==> config.mk <==
export PLATFORM = sky130hd
export DESIGN_NAME = uart_tx_core
export DESIGN_NICKNAME = d
export VERILOG_FILES = /design/src/rtl/uart_pkg.sv /design/src/rtl/uart_sync_fifo.sv /design/src/rtl/uart_tx_core.sv
export SDC_FILE = /design/constraint.sdc
export NUM_CORES = 1
export LEC_CHECK = 0
export CAP_MARGIN = 10
export CORE_MARGIN = 5
export CORE_UTILIZATION = 60
export CTS_BUF_LIST = sky130_fd_sc_hd__clkbuf_16
export DETAILED_ROUTE_END_ITERATION = 10
export PLACE_DENSITY_LB_ADDON = 0.15
export SLEW_MARGIN = 10
export SYNTH_ARGS = -nofsm -noshare
export SYNTH_HDL_FRONTEND = slang
export SYNTH_SLANG_ARGS = --single-unit
==> constraint.sdc <==
create_clock -name clk -period 11.1 [get_ports clk]
set_input_delay 2.22 -clock clk [delete_from_list [all_inputs] [get_ports clk]]
set_output_delay 2.22 -clock clk [all_outputs]
set_load 0.1 [all_outputs]
==> src/rtl/uart_pkg.sv <==
// Shared definitions for the UART transmit path.
// Contents:
//   tx_state_e   - transmitter FSM states
//   PAR_*        - parity_type encodings
//   calc_parity  - parity bit over the low n bits of a data word
package uart_pkg;

  typedef enum logic [2:0] {
    ST_IDLE   = 3'd0,
    ST_START  = 3'd1,
    ST_DATA   = 3'd2,
    ST_PARITY = 3'd3,
    ST_STOP   = 3'd4,
    ST_BREAK  = 3'd5
  } tx_state_e;

  localparam logic [1:0] PAR_EVEN  = 2'b00;
  localparam logic [1:0] PAR_ODD   = 2'b01;
  localparam logic [1:0] PAR_MARK  = 2'b10;
  localparam logic [1:0] PAR_SPACE = 2'b11;

  localparam int unsigned PAR_DATA_W = 16;

  // Parity over data[n-1:0] only; bits at or above n never contribute.
  function automatic logic calc_parity(input logic [PAR_DATA_W-1:0] data,
                                       input logic [3:0]            n,
                                       input logic [1:0]            ptype);
    logic x;
    logic par;
    x = 1'b0;
    for (int i = 0; i < PAR_DATA_W; i++) begin
      x = x ^ (data[i] & (i < int'(n)));
    end
    case (ptype)
      PAR_EVEN:  par = x;
      PAR_ODD:   par = ~x;
      PAR_MARK:  par = 1'b1;
      PAR_SPACE: par = 1'b0;
      default:   par = x;
    endcase
    return par;
  endfunction

endpackage

==> src/rtl/uart_sync_fifo.sv <==
// Single-clock FIFO with count-based full/empty and show-ahead read data.
// Ports:
//   clk, rst_n        - clock, asynchronous active-low reset
//   push_i/push_data_i - write request and data (ignored when full)
//   pop_i             - read request (ignored when empty)
//   pop_data_o        - word at the head of the FIFO
//   full_o, empty_o   - occupancy flags
//   count_o           - words held
module uart_sync_fifo
  import uart_pkg::*;
#(
  parameter int WIDTH = 9,
  parameter int DEPTH = 16
) (
  input  logic                     clk,
  input  logic                     rst_n,
  input  logic                     push_i,
  input  logic [WIDTH-1:0]         push_data_i,
  input  logic                     pop_i,
  output logic [WIDTH-1:0]         pop_data_o,
  output logic                     full_o,
  output logic                     empty_o,
  output logic [$clog2(DEPTH):0]   count_o
);

  localparam int PTR_W = (DEPTH > 1) ? $clog2(DEPTH) : 1;
  localparam int CNT_W = $clog2(DEPTH) + 1;

  logic [WIDTH-1:0] mem_q [DEPTH];
  logic [PTR_W-1:0] wr_ptr_q;
  logic [PTR_W-1:0] rd_ptr_q;
  logic [CNT_W-1:0] count_q;
  logic             push_ok_s;
  logic             pop_ok_s;

  function automatic logic [PTR_W-1:0] next_ptr(input logic [PTR_W-1:0] p);
    logic [PTR_W-1:0] n;
    if (p == PTR_W'(DEPTH - 1)) begin
      n = '0;
    end else begin
      n = p + PTR_W'(1);
    end
    return n;
  endfunction

  assign full_o     = (count_q == CNT_W'(DEPTH));
  assign empty_o    = (count_q == '0);
  assign push_ok_s  = push_i & ~full_o;
  assign pop_ok_s   = pop_i & ~empty_o;
  assign pop_data_o = mem_q[rd_ptr_q];
  assign count_o    = count_q;

  // storage write
  always_ff @(posedge clk) begin
    if (push_ok_s) begin
      mem_q[wr_ptr_q] <= push_data_i;
    end
  end

  // pointers and occupancy
  always_ff @(posedge clk or negedge rst_n) begin
    if (!rst_n) begin
      wr_ptr_q <= '0;
      rd_ptr_q <= '0;
      count_q  <= '0;
    end else begin
      if (push_ok_s) begin
        wr_ptr_q <= next_ptr(wr_ptr_q);
      end
      if (pop_ok_s) begin
        rd_ptr_q <= next_ptr(rd_ptr_q);
      end
      case ({push_ok_s, pop_ok_s})
        2'b10:   count_q <= count_q + CNT_W'(1);
        2'b01:   count_q <= count_q - CNT_W'(1);
        default: count_q <= count_q;
      endcase
    end
  end

endmodule

==> src/rtl/uart_tx_core.sv <==
// UART transmitter: TX FIFO, programmable baud divider, 5..MAX_DATA_W data
// bits, even/odd/mark/space parity, 1 or 2 stop bits, CTS flow control and
// break generation.
// Ports:
//   clk, rst_n          - clock, asynchronous active-low reset
//   baud_div            - bit period = baud_div+1 cycles
//   data_bit_num        - data bits (clamped to 5..MAX_DATA_W)
//   stop_bit_num        - 0: one stop bit, 1: two
//   parity_en/parity_type - parity enable and mode
//   cts_n               - peer clear-to-send (async, active-low)
//   send_break          - hold line low while set (between frames)
//   wr_valid/wr_data/wr_ready - FIFO write port
//   tx                  - serial output
//   busy                - FSM not idle
//   tx_done             - one-cycle pulse per completed frame
//   fifo_count          - words held in the FIFO
module uart_tx_core
  import uart_pkg::*;
#(
  parameter int MAX_DATA_W = 9,
  parameter int FIFO_DEPTH = 16,
  parameter int DIV_W      = 16
) (
  input  logic                          clk,
  input  logic                          rst_n,
  input  logic [DIV_W-1:0]              baud_div,
  input  logic [3:0]                    data_bit_num,
  input  logic                          stop_bit_num,
  input  logic                          parity_en,
  input  logic [1:0]                    parity_type,
  input  logic                          cts_n,
  input  logic                          send_break,
  input  logic                          wr_valid,
  input  logic [MAX_DATA_W-1:0]         wr_data,
  output logic                          wr_ready,
  output logic                          tx,
  output logic                          busy,
  output logic                          tx_done,
  output logic [$clog2(FIFO_DEPTH):0]   fifo_count
);

  localparam logic [3:0] MAX_N = 4'(MAX_DATA_W);
  localparam logic [3:0] MIN_N = 4'd5;

  tx_state_e             state_q, state_d;
  logic [DIV_W-1:0]      cnt_q, cnt_d;
  logic [DIV_W-1:0]      div_q, div_d;
  logic [3:0]            bit_q, bit_d;
  logic [3:0]            nbits_q, nbits_d;
  logic                  stop2_q, stop2_d;
  logic                  par_en_q, par_en_d;
  logic                  par_bit_q, par_bit_d;
  logic [MAX_DATA_W-1:0] data_q, data_d;
  logic                  tx_q, tx_d;
  logic                  busy_q, busy_d;
  logic                  done_q, done_d;
  logic                  brk_rel_q, brk_rel_d;
  logic                  cts_s1_q, cts_s2_q;

  logic                  fifo_full_s;
  logic                  fifo_empty_s;
  logic [MAX_DATA_W-1:0] fifo_rd_data_s;
  logic                  launch_s;
  logic                  start_ok_s;
  logic [3:0]            nbits_eff_s;

  uart_sync_fifo #(
    .WIDTH (MAX_DATA_W),
    .DEPTH (FIFO_DEPTH)
  ) u_fifo (
    .clk         (clk),
    .rst_n       (rst_n),
    .push_i      (wr_valid),
    .push_data_i (wr_data),
    .pop_i       (launch_s),
    .pop_data_o  (fifo_rd_data_s),
    .full_o      (fifo_full_s),
    .empty_o     (fifo_empty_s),
    .count_o     (fifo_count)
  );

  assign wr_ready   = ~fifo_full_s;
  assign tx         = tx_q;
  assign busy       = busy_q;
  assign tx_done    = done_q;
  assign start_ok_s = ~fifo_empty_s & ~cts_s2_q & ~send_break;

  // clamp requested data width into the supported range
  always_comb begin
    nbits_eff_s = data_bit_num;
    if (data_bit_num < MIN_N) begin
      nbits_eff_s = MIN_N;
    end else if (data_bit_num > MAX_N) begin
      nbits_eff_s = MAX_N;
    end else begin
      nbits_eff_s = data_bit_num;
    end
  end

  // next-state, bit sequencing and line value
  always_comb begin
    state_d   = state_q;
    cnt_d     = cnt_q;
    div_d     = div_q;
    bit_d     = bit_q;
    nbits_d   = nbits_q;
    stop2_d   = stop2_q;
    par_en_d  = par_en_q;
    par_bit_d = par_bit_q;
    data_d    = data_q;
    tx_d      = tx_q;
    done_d    = 1'b0;
    brk_rel_d = brk_rel_q;
    launch_s  = 1'b0;

    case (state_q)
      ST_IDLE: begin
        tx_d = 1'b1;
        if (start_ok_s) begin
          launch_s = 1'b1;
        end else if (send_break) begin
          state_d   = ST_BREAK;
          tx_d      = 1'b0;
          brk_rel_d = 1'b0;
          div_d     = baud_div;
        end else begin
          state_d = ST_IDLE;
        end
      end

      ST_START: begin
        if (cnt_q == '0) begin
          state_d = ST_DATA;
          bit_d   = 4'd0;
          tx_d    = data_q[0];
          cnt_d   = div_q;
        end else begin
          cnt_d = cnt_q - DIV_W'(1);
        end
      end

      ST_DATA: begin
        if (cnt_q == '0) begin
          cnt_d = div_q;
          if (bit_q == (nbits_q - 4'd1)) begin
            if (par_en_q) begin
              state_d = ST_PARITY;
              tx_d    = par_bit_q;
            end else begin
              state_d = ST_STOP;
              tx_d    = 1'b1;
              bit_d   = 4'd0;
            end
          end else begin
            bit_d = bit_q + 4'd1;
            tx_d  = data_q[bit_q + 4'd1];
          end
        end else begin
          cnt_d = cnt_q - DIV_W'(1);
        end
      end

      ST_PARITY: begin
        if (cnt_q == '0) begin
          state_d = ST_STOP;
          tx_d    = 1'b1;
          bit_d   = 4'd0;
          cnt_d   = div_q;
        end else begin
          cnt_d = cnt_q - DIV_W'(1);
        end
      end

      ST_STOP: begin
        if (cnt_q == '0) begin
          if (stop2_q && (bit_q == 4'd0)) begin
            bit_d = 4'd1;
            cnt_d = div_q;
          end else begin
            done_d = 1'b1;
            // chain straight into the next frame when allowed
            if (start_ok_s) begin
              launch_s = 1'b1;
            end else begin
              state_d = ST_IDLE;
              tx_d    = 1'b1;
            end
          end
        end else begin
          cnt_d = cnt_q - DIV_W'(1);
        end
      end

      ST_BREAK: begin
        if (!brk_rel_q) begin
          tx_d = 1'b0;
          // on release, hold mark for one full bit period before leaving
          if (!send_break) begin
            brk_rel_d = 1'b1;
            tx_d      = 1'b1;
            cnt_d     = div_q;
          end else begin
            brk_rel_d = 1'b0;
          end
        end else begin
          tx_d = 1'b1;
          if (cnt_q == '0) begin
            state_d   = ST_IDLE;
            brk_rel_d = 1'b0;
          end else begin
            cnt_d = cnt_q - DIV_W'(1);
          end
        end
      end

      default: begin
        state_d = ST_IDLE;
        tx_d    = 1'b1;
      end
    endcase

    // frame launch: pop the head word and freeze the line configuration
    if (launch_s) begin
      state_d   = ST_START;
      tx_d      = 1'b0;
      cnt_d     = baud_div;
      div_d     = baud_div;
      bit_d     = 4'd0;
      nbits_d   = nbits_eff_s;
      stop2_d   = stop_bit_num;
      par_en_d  = parity_en;
      par_bit_d = calc_parity(PAR_DATA_W'(fifo_rd_data_s), nbits_eff_s, parity_type);
      data_d    = fifo_rd_data_s;
    end else begin
      data_d = data_q;
    end

    busy_d = (state_d != ST_IDLE);
  end

  // FSM, counters and output registers
  always_ff @(posedge clk or negedge rst_n) begin
    if (!rst_n) begin
      state_q   <= ST_IDLE;
      cnt_q     <= '0;
      div_q     <= '0;
      bit_q     <= 4'd0;
      nbits_q   <= MIN_N;
      stop2_q   <= 1'b0;
      par_en_q  <= 1'b0;
      par_bit_q <= 1'b0;
      data_q    <= '0;
      tx_q      <= 1'b1;
      busy_q    <= 1'b0;
      done_q    <= 1'b0;
      brk_rel_q <= 1'b0;
    end else begin
      state_q   <= state_d;
      cnt_q     <= cnt_d;
      div_q     <= div_d;
      bit_q     <= bit_d;
      nbits_q   <= nbits_d;
      stop2_q   <= stop2_d;
      par_en_q  <= par_en_d;
      par_bit_q <= par_bit_d;
      data_q    <= data_d;
      tx_q      <= tx_d;
      busy_q    <= busy_d;
      done_q    <= done_d;
      brk_rel_q <= brk_rel_d;
    end
  end

  // two-flop CTS synchroniser; resets to "not clear"
  always_ff @(posedge clk or negedge rst_n) begin
    if (!rst_n) begin
      cts_s1_q <= 1'b1;
      cts_s2_q <= 1'b1;
    end else begin
      cts_s1_q <= cts_n;
      cts_s2_q <= cts_s1_q;
    end
  end

endmodule

==> out/metrics.cfg <==
[cts]
clk_pin_slew_worst_paths_ns = 0.05
tritoncts = done
clkLatencyLatePin_ns = 0.53
post-cts-setup-buffer-count = 0
numCtsBuffers = 23
cts_buffer_depth = 3
cts_hold_buf = 0
htree_levels = 1
cts_sinks = 218
root_buffer = clkbuf_16
post_cts_resized = 0

[synth]
async_flop_share_pct = 33.94
synth-seq-cells = 218
synth_commonest_cells = edfxtp_1 (144), dfrtp_1 (69), nor2_1 (67), mux2i_1 (39), a21oi_1 (38)
yosys_warnings = 0
synth_edf_count = 144
synth.top_cell.area_share_pct = 43.85
ys_types = 66
yosysTopAreaCell = edfxtp_1
syn-num-nets = 768
synth_area_per_cell_um2 = 13.77
yosys_most_used_dff = edfxtp_1
yosys-top-cells-area = edfxtp_1 (44%), dfrtp_1 (18%), mux4_2 (4.6%)
seq_area_frac_synth_pct = 62.69
yosysMostFrequentCell = edfxtp_1
synthCells = 716
syn_area_um2 = 9862

[drt]
final_antenna_net_count = 0
firstDrtPassIters = 5
vias = 6007
drt_wl_total_um = 20330
drt-vias-per-instance = 6.074
drc = 0
drt-initial-drc-count = 384
wire_per_inst_um = 20.55

[sta]
finalCritPeriodShare_pct = 50.88
slew_headroom_pct = 26.31
finalCriticalPeriod_ns = 5.648
tightest_slew_ns = 1.101
setup_tns_ns = 0
finClkSkew_ns = 0.01767
max_freq_ghz = 0.1771
drv_slew = 0
rsz0062_at_grt = false
finalHoldViolCount = 0
setup_violations = 0
hold_slack_ns = 0.3554

[setup_path]
critical_path_arrival_ns = 6.08
reg2reg_from = cnt_q[0]
crit_fanout = 59
rr_endpoint = u_fifo.count_o[4]
critPathKind = primary input to register
r2r_setup_slack_ns = 6.10
required_ns = 11.53
reg2regPathDepth = 18
setup.worst_path.end_class = register
start_kind = primary input

[pwr]
p_per_area_nw_per_um2 = 174.4
leakagePower_nw = 4.016
ir_drop_uv = 141.0

[min_path]
hold_depth = 0
min_to = cts_s2_q
min_path_type = register to register
hp-start = cts_s1_q

[place]
gp_congestion = 0.8399
numPortBuffers = 46
dpl.hpwl_um = 13050

[grt]
grt_use_met3_pct = 4.448
grt_overflow_total = 0
met1_usage_pct = 27.44
grt_max_degree = 75
grt_pass1_vias = 5983
use_met2_pct = 36.64
track_usage_pct = 20.98
antenna_found_initial = 0
grt_pass1_wl_um = 32430
busiest_layer = met2

[die]
die_x_um = 138.2
num_rows = 46
ioPinCount = 47
core_um2 = 16000
die_height_um = 138.2
start_util_pct = 61.64
die-area_um2 = 19100

[finish]
nNetsFinal = 808
drive_gt1_share_pct = 13.58
antenna_cells = 0
synthToLayoutAreaGrowth_pct = 12.87

[run_status]
outcome = complete, no violations

[flow_run]
drv_cap = 0

==> area by class of cell <==
type / instances / area (µm²)
Fill cell: 1117 / 4870
Sequential cell: 218 / 6186
Multi-Input combinational cell: 441 / 3398
Tap cell: 216 / 270.3
Clock buffer: 23 / 575.6
Inverter: 19 / 71.32
Clock inverter: 19 / 118.9
Timing Repair Buffer: 53 / 510.5
==> worst max-delay path, cell delays in order <==
cell and delay (ns):
clkdlybuf4s50_1 0.49, nor3_1 0.48, nand3_2 0.44, inv_2 0.83, ha_1 0.37, inv_1 0.11, fa_1 0.42, inv_1 0.10
a21o_1 0.12, a21oi_1 0.07, xnor2_1 0.12, nor2_1 0.11, xor2_1 0.15
==> stage by stage <==
step	instance area [µm²]	total power [mW]	utilization (%)	cells	setup WS (ns)
after floorplan	9862	1.151	-	716	6.391
after global placement	10430	1.231	65.18	947	5.177
after detailed placement	10430	1.248	65.18	947	4.950
after CTS	11120	1.953	69.52	989	5.486
after global routing	11130	2.013	69.57	989	5.073
final	11130	1.941	69.57	989	5.452
==> metal layers <==
layer  up-vias  part of all wire, %
met5         -                    0
met4         0                  2.0
met3        33                  5.9
met2       201                   52
met1      2980                   41
li1       2793                    -
==> flip-flops by register name, indices dropped and copies added (netlist names), 3 cells and up <==
| register | count |
|---|---|
| u_fifo.mem_q | 144 |
| cnt_q | 16 |
| div_q | 16 |
| data_q | 9 |
| u_fifo.count_o | 5 |
| bit_q | 4 |
| nbits_q | 4 |
| u_fifo.rd_ptr_q | 4 |
| u_fifo.wr_ptr_q | 4 |
| state_q | 3 |
==> placed cells by master, fill, tap and decap left out, types with 10 or more instances in the layout <==
| master | synthesis | routed |
|---|---|---|
| edfxtp_1 | 144 | 144 |
| dfrtp_1 | 69 | 68 |
| nor2_1 | 67 | 67 |
| clkdlybuf4s50_1 | 0 | 45 |
| mux2i_1 | 39 | 39 |
| nand2_1 | 37 | 37 |
| a21oi_1 | 38 | 37 |
| o21ai_0 | 27 | 27 |
| xnor2_1 | 23 | 23 |
| clkbuf_16 | 0 | 23 |
| inv_1 | 17 | 22 |
| mux4_2 | 20 | 20 |
| mux2_2 | 20 | 20 |
| a31oi_1 | 13 | 13 |
| ha_1 | 13 | 13 |
| a221oi_1 | 12 | 12 |
| nor3_1 | 10 | 10 |
| a211oi_1 | 10 | 10 |
| xor2_1 | 10 | 10 |
==> kinds of logic (layout without fill, tap and decap cells) <==
group	Yosys count	in the layout	share of synthesized area (%)
flip-flops	218	218	62.69
AND/OR/NAND/NOR	162	162	7.841
AO/OA/AOI/OAI	152	152	10.63
multiplexers	79	79	10.81
buffers and inverters	57	114	3.019
XOR/XNOR	34	34	3.159
adder cells (fa/ha/maj)	14	14	1.852
==> worst max path at each step <==
| stage | endpoint | start | slack [ns] |
|---|---|---|---|
| 5_1_grt | u_fifo.count_o[4] | send_break | 5.07 |
| 6_report | u_fifo.count_o[4] | send_break | 5.45 |
| 3_3_place_gp | u_fifo.count_o[4] | send_break | 5.18 |
| 3_5_place_dp | u_fifo.count_o[4] | send_break | 4.95 |
| 4_1_cts | u_fifo.count_o[4] | send_break | 5.49 |
| 2_1_floorplan | u_fifo.count_o[4] | send_break | 6.39 |
==> power breakdown <==
group | internal (mW) | leakage [nW] | total [mW] | switching [mW]
combinational | 0.0819 | 1.44 | 0.265 | 0.183
clock | 0.401 | 0.365 | 0.707 | 0.306
sequential | 0.934 | 2.21 | 0.969 | 0.0346
(Power assumes the default switching activity.)
